==> config.mk <==
export PLATFORM = sky130hd
export DESIGN_NAME = ls_functional_unit
export DESIGN_NICKNAME = d
export VERILOG_FILES = /design/src/rtl/ls_functional_unit.sv
export SDC_FILE = /design/constraint.sdc
export NUM_CORES = 1
export LEC_CHECK = 0
export CELL_PAD_IN_SITES_DETAIL_PLACEMENT = 0
export CELL_PAD_IN_SITES_GLOBAL_PLACEMENT = 2
export CORE_MARGIN = 4
export CORE_UTILIZATION = 28
export CTS_BUF_LIST = sky130_fd_sc_hd__clkbuf_4
export CTS_CLUSTER_DIAMETER = 200
export DETAILED_ROUTE_END_ITERATION = 16
export MAX_ROUTING_LAYER = met4
export PLACE_DENSITY = 0.88
export SLEW_MARGIN = 20
export SYNTH_ARGS = -nofsm -noshare
export SYNTH_HDL_FRONTEND = slang
export SYNTH_SLANG_ARGS = --single-unit
==> constraint.sdc <==
create_clock -name in_clk -period 5.2 [get_ports in_clk]
set_input_delay 1.04 -clock in_clk [delete_from_list [all_inputs] [get_ports in_clk]]
set_output_delay 1.04 -clock in_clk [all_outputs]
set_load 0.02 [all_outputs]
==> src/rtl/ls_functional_unit.sv <==
//------------------------------------------------------------------------------
// Module   : ls_functional_unit (package ls_fu_pkg in the same file)
// Purpose  : Load/store functional unit at the consumer end of the
//            reservation-station issue interface. Accepts one LDUR/STUR per
//            handshake, performs the data-memory read for loads and reports
//            completion (value, destination ROB index, fault) to the ROB.
//            Stores never touch memory here: the ROB writes memory at commit
//            using the address/data returned on the completion bus.
// Ports    : in_clk, in_rst_n              clock, async active-low reset
//            in_fu_ls_*                    issue from the RS (op, EA, data, dst)
//            in_rob_is_mispred             flush of all speculative work
//            out_fu_ls_ready               unit idle, can accept an issue
//            out_mem_req_* / in_mem_req_ready / in_mem_resp_*   memory read
//            out_rob_*                     one-cycle completion broadcast
// Options  : LS_ALIGN_CHECK_EN  when defined, LDUR/STUR with address[2:0]!=0
//                               fault at issue without a memory request.
// Revision : 1.0  initial release
//------------------------------------------------------------------------------
`default_nettype none
`timescale 1ns/1ps

`ifndef GPR_SIZE
`define GPR_SIZE 63:0
`endif
`ifndef ROB_IDX_SIZE
`define ROB_IDX_SIZE 4:0
`endif

package ls_fu_pkg;
    typedef enum logic [3:0] {
        FU_OP_ADD  = 4'd0,
        FU_OP_SUB  = 4'd1,
        FU_OP_AND  = 4'd2,
        FU_OP_ORR  = 4'd3,
        FU_OP_LDUR = 4'd8,
        FU_OP_STUR = 4'd9
    } fu_op_t;
endpackage

module ls_functional_unit
    import ls_fu_pkg::*;
#(
    parameter int TIMEOUT_CYCLES = 255,
    parameter int CNT_W          = 8
) (
    input  logic                   in_clk,
    input  logic                   in_rst_n,
    input  logic                   in_fu_ls_start,
    input  fu_op_t                 in_fu_ls_op,
    input  logic [`GPR_SIZE]       in_fu_ls_val_a,
    input  logic [`GPR_SIZE]       in_fu_ls_val_b,
    input  logic [`ROB_IDX_SIZE]   in_fu_ls_dst_rob_index,
    input  logic                   in_rob_is_mispred,
    output logic                   out_fu_ls_ready,
    output logic                   out_mem_req_valid,
    output logic [`GPR_SIZE]       out_mem_req_addr,
    input  logic                   in_mem_req_ready,
    input  logic                   in_mem_resp_valid,
    input  logic [`GPR_SIZE]       in_mem_resp_data,
    output logic                   out_rob_done,
    output logic [`ROB_IDX_SIZE]   out_rob_dst_rob_index,
    output logic [`GPR_SIZE]       out_rob_value,
    output logic [`GPR_SIZE]       out_rob_store_data,
    output logic                   out_rob_fault
);

    typedef enum logic [1:0] {
        S_IDLE = 2'd0,
        S_REQ  = 2'd1,
        S_WAIT = 2'd2,
        S_RESP = 2'd3
    } state_t;

    // Counter value on the last permitted WAIT cycle.
    localparam logic [CNT_W-1:0] C_CNT_LAST = CNT_W'(TIMEOUT_CYCLES - 1);

    state_t                 state_q, state_d;
    logic [`GPR_SIZE]       addr_q,  addr_d;
    logic [`ROB_IDX_SIZE]   dst_q,   dst_d;
    logic [`GPR_SIZE]       value_q, value_d;
    logic [`GPR_SIZE]       sdata_q, sdata_d;
    logic                   fault_q, fault_d;
    logic [CNT_W-1:0]       cnt_q,   cnt_d;
    logic                   kill_q,  kill_d;

    logic w_accept;
    logic w_is_mem_op;
    logic w_misaligned;
    logic w_kill;
    logic w_done;

    assign w_accept    = in_fu_ls_start & (state_q == S_IDLE) & ~in_rob_is_mispred;
    assign w_is_mem_op = (in_fu_ls_op == FU_OP_LDUR) | (in_fu_ls_op == FU_OP_STUR);

`ifdef LS_ALIGN_CHECK_EN
    assign w_misaligned = |in_fu_ls_val_a[2:0];
`else
    assign w_misaligned = 1'b0;
`endif

    // A flush arriving in the same cycle as the response/timeout also kills.
    assign w_kill = kill_q | in_rob_is_mispred;

    always_comb begin
        state_d = state_q;
        addr_d  = addr_q;
        dst_d   = dst_q;
        value_d = value_q;
        sdata_d = sdata_q;
        fault_d = fault_q;
        cnt_d   = cnt_q;
        kill_d  = kill_q;

        case (state_q)
            S_IDLE: begin
                cnt_d = '0;
                if (w_accept) begin
                    addr_d  = in_fu_ls_val_a;
                    dst_d   = in_fu_ls_dst_rob_index;
                    value_d = '0;
                    sdata_d = '0;
                    fault_d = 1'b0;
                    if (w_is_mem_op && w_misaligned) begin
                        value_d = in_fu_ls_val_a;
                        fault_d = 1'b1;
                        state_d = S_RESP;
                    end else if (in_fu_ls_op == FU_OP_LDUR) begin
                        state_d = S_REQ;
                    end else if (in_fu_ls_op == FU_OP_STUR) begin
                        // Store completes at once; the ROB writes memory at commit.
                        value_d = in_fu_ls_val_a;
                        sdata_d = in_fu_ls_val_b;
                        state_d = S_RESP;
                    end else begin
                        fault_d = 1'b1;
                        state_d = S_RESP;
                    end
                end
            end
            S_REQ: begin
                if (in_rob_is_mispred) begin
                    state_d = S_IDLE;
                end else if (in_mem_req_ready) begin
                    cnt_d   = '0;
                    state_d = S_WAIT;
                end
            end
            S_WAIT: begin
                cnt_d = cnt_q + 1'b1;
                if (in_rob_is_mispred) begin
                    kill_d = 1'b1;
                end
                // Response is checked first so it wins on the timeout cycle.
                if (in_mem_resp_valid) begin
                    value_d = in_mem_resp_data;
                    fault_d = 1'b0;
                    state_d = w_kill ? S_IDLE : S_RESP;
                end else if (cnt_q == C_CNT_LAST) begin
                    value_d = '0;
                    fault_d = 1'b1;
                    state_d = w_kill ? S_IDLE : S_RESP;
                end
            end
            S_RESP: begin
                state_d = S_IDLE;
            end
            default: begin
                state_d = S_IDLE;
            end
        endcase

        if (state_d == S_IDLE) begin
            kill_d = 1'b0;
        end
    end

    always_ff @(posedge in_clk or negedge in_rst_n) begin
        if (!in_rst_n) begin
            state_q <= S_IDLE;
            addr_q  <= '0;
            dst_q   <= '0;
            value_q <= '0;
            sdata_q <= '0;
            fault_q <= 1'b0;
            cnt_q   <= '0;
            kill_q  <= 1'b0;
        end else begin
            state_q <= state_d;
            addr_q  <= addr_d;
            dst_q   <= dst_d;
            value_q <= value_d;
            sdata_q <= sdata_d;
            fault_q <= fault_d;
            cnt_q   <= cnt_d;
            kill_q  <= kill_d;
        end
    end

    // A flush during RESP suppresses the completion in that same cycle.
    assign w_done = (state_q == S_RESP) & ~in_rob_is_mispred;

    assign out_fu_ls_ready       = (state_q == S_IDLE);
    assign out_mem_req_valid     = (state_q == S_REQ);
    assign out_mem_req_addr      = (state_q == S_REQ) ? addr_q : '0;
    assign out_rob_done          = w_done;
    assign out_rob_dst_rob_index = w_done ? dst_q   : '0;
    assign out_rob_value         = w_done ? value_q : '0;
    assign out_rob_store_data    = w_done ? sdata_q : '0;
    assign out_rob_fault         = w_done & fault_q;

endmodule

`default_nettype wire

==> reports/results.txt <==
startpoint types = primary input
Root Driver = clkbuf_4
fmax = 227 MHz
Slew Limit Fails = 0
register area share after synthesis = 52.0%
Die H = 197 um
CTS max path bufs = 3
vias in the first global route = 9490
MaxCap Viol Count = 0
largest net degree at the start of global routing = 128
# hold bufs at CTS = 0
TritonCTS Buffers = 60
Starting Density = 28.3%
clock slew at reported path FFs = 0.07 ns
syn_nets = 1237
worst skew pair latency = 0.73 ns
Total Routing Usage GR = 19.2%
synthesized area = 0.0101 sq mm
CTS HTree Levels = 2
core footprint = 0.0355 sq mm
routed vias = 9159
CP Capture Type = output port
CTS tree = yes
CP required = 4.16 ns
fin cells = 1936
Reg-to-Reg Start = state_q[1]
1st-pass router iterations = 5
Worst Setup SP = in_rob_is_mispred
# DRC = 0
Vias/cell = 4.73
WL/cell = 19.4 um
syn_area_per_cell = 9.78 sq um
Cell variety after synth = 39
post-CTS setup buffer count = 0
type of the worst min-delay path = in -> async
clk sink count = 209
warnings from Yosys = 0
count of input and output buffers = 407
Placed Cells incl. Taps = 1821
Setup Skew = 0.0441 ns
Seq cells post-synth = 209
RSZ-0062 raised after global routing = false
io pins = 408
first-pass GRT wire length = 57200 um
gpl congestion = 0.834
worst slew pin tran = 0.922 ns
CP max FO = 67
CP max stage delay = 0.62 ns
share of cells above drive strength 1 = 11.9%
cell mode on critical path = clkdlybuf4s50_1
Resized cells post-CTS = 0
DP HPWL = 25600 um
Worst Path Arrival = 3.37 ns
Slew headroom = 38.4%
synthesis-to-finish area growth = 51.1%
Worst Reg2Reg Path Length in Cells = 5
Die W = 197 um
synthesized netlist cell count = 1028
Tmin final = 4.41 ns
gr ovfl total = 0
DRT iter0 DRCs = 457
Pwr per Cell Area = 414 mW/mm^2
slowest cell on the critical path = clkdlybuf4s50_1
critical-path cell list = clkdlybuf4s50_1 -> inv_1 -> and3_4 -> buf_12 -> and2_1 -> clkdlybuf4s50_1
Hold Vio Cnt, Final = 0
die area = 0.0390 sq mm
Leak = 6.54 nW
Final ANT Viol Nets = 0
status = complete, no violations
number of cell rows = 69
initial antenna violation count = 3
Post-Layout Inst Area = 0.0152 sq mm
Post-DP Area = 0.0144 sq mm
Crit Path Class = in -> out
post-route setup TNS = 0 ns
Routed WL = 37600 um
Final Cycle Share = 84.9%
Final nets = 1632
count of final setup violators = 0
maximum VDD drop = 0.193 mV
[cell usage in the layout, fill, tap and decap left out, drive strengths merged, types with 2 or more instances in the layout]
master,n
dfrtp,209
clkdlybuf4s50,406
nor2,7
clkinvlp,2
clkinv,15
nand3,4
clkbuf,94
a21oi,134
inv,4
a22o,64
and3,5
nand2,216
diode,3
and2,200
a22oi,64
nor3b,2
nor2b,2
o21ai,10
buf,16
nand2b,2
ha,2
[power by group]
group	leakage [nW]	internal [mW]	switching, mW
clock	0.463	0.818	0.747
sequential	2.66	2.22	0.314
combinational	3.42	0.930	1.26
total	6.54	3.97	2.32
[sequential cells by signal, summed over array words and instances (netlist names)]
register	flops
addr_q	64
sdata_q	64
value_q	64
cnt_q	8
dst_q	5
state_q	2
fault_q	1
kill_q	1
[cells by family after synthesis]
| family | Yosys count | synth area share [%] |
|---|---|---|
| AO/OA/AOI/OAI | 281 | 20.1 |
| AND/OR/NAND/NOR | 442 | 22.1 |
| XOR/XNOR | 1 | 0.0871 |
| adder cells (fa/ha/maj) | 2 | 0.249 |
| flip-flops | 209 | 52.0 |
| buffers and inverters | 93 | 5.44 |
[metal layers]
metal  global-route usage (%)  part of all wire, %
met1                     24.4                   41
met2                     30.3                   48
met5                        -                    0
met3                     4.50                  7.5
met4                     6.58                  2.8
[metrics by stage]
stage	util, %	hold slack [ns]	setup WS (ns)	power, mW
final	42.8	0.168	0.785	6.29
after global routing	42.8	0.122	0.632	6.78
after CTS	42.7	0.398	0.745	6.41
after detailed placement	40.5	0.454	0.744	4.77
after global placement	40.5	0.449	0.716	4.74
after floorplan	-	0.437	2.00	3.96
[cells in the mapped netlist]
cell / number / area share (%)
a21oi_2: 50 / 4.4
nor4b_1: 1 / 0.087
nand2b_1: 2 / 0.12
or4b_1: 1 / 0.10
a21boi_1: 1 / 0.075
nor3b_1: 2 / 0.15
nor4_1: 1 / 0.062
a221oi_1: 1 / 0.087
buf_12: 5 / 1.0
inv_1: 4 / 0.15
buf_8: 1 / 0.15
a22oi_1: 64 / 4.8
ha_1: 2 / 0.25
buf_1: 1 / 0.037
xor2_1: 1 / 0.087
nand3_1: 4 / 0.20
and3_1: 5 / 0.31
and2_4: 1 / 0.087
nor2_1: 7 / 0.26
buf_6: 9 / 1.0
buf_4: 2 / 0.15
nand2_2: 1 / 0.062
a22o_1: 64 / 5.6
o31ai_1: 1 / 0.075
and2_1: 199 / 12
clkbuf_1: 47 / 1.8
nand2_1: 215 / 8.0
nor2b_1: 2 / 0.12
and4_1: 1 / 0.087
a311o_1: 1 / 0.10
a211o_1: 1 / 0.087
dfrtp_1: 209 / 52
o32ai_1: 1 / 0.087
o221ai_1: 1 / 0.087
a21oi_1: 84 / 4.2
a41oi_1: 1 / 0.087
o21ai_0: 10 / 0.50
buf_2: 24 / 1.2
o211ai_1: 1 / 0.075
[critical path, delay by kind of cell]
family	cells	cell delay, ns
and+or+nand+nor	2	0.71
buffers and inverters	4	1.55
[final timing paths]
| path | endpoint | slack, ns |
|---|---|---|
| worst max-delay path | out_rob_value[54] | 0.79 |
| worst min-delay path | addr_q[56] | 0.17 |
| worst max register to register | value_q[50] | 2.47 |
| worst min register to register | addr_q[17] | 0.46 |
| max in group asynchronous | value_q[48] | 3.71 |
| min in group in_clk | addr_q[17] | 0.46 |
[layout make-up]
type / instances / area (sq um)
antenna: 3 / 7.51
inverter: 4 / 15.0
clock buffer: 94 / 706
tap: 461 / 577
multi-input combinational: 726 / 4310
fill: 3527 / 20300
timing repair buffer: 422 / 4270
clock inverter: 17 / 75.1
sequential: 209 / 5230
(Power assumes the default switching activity.)
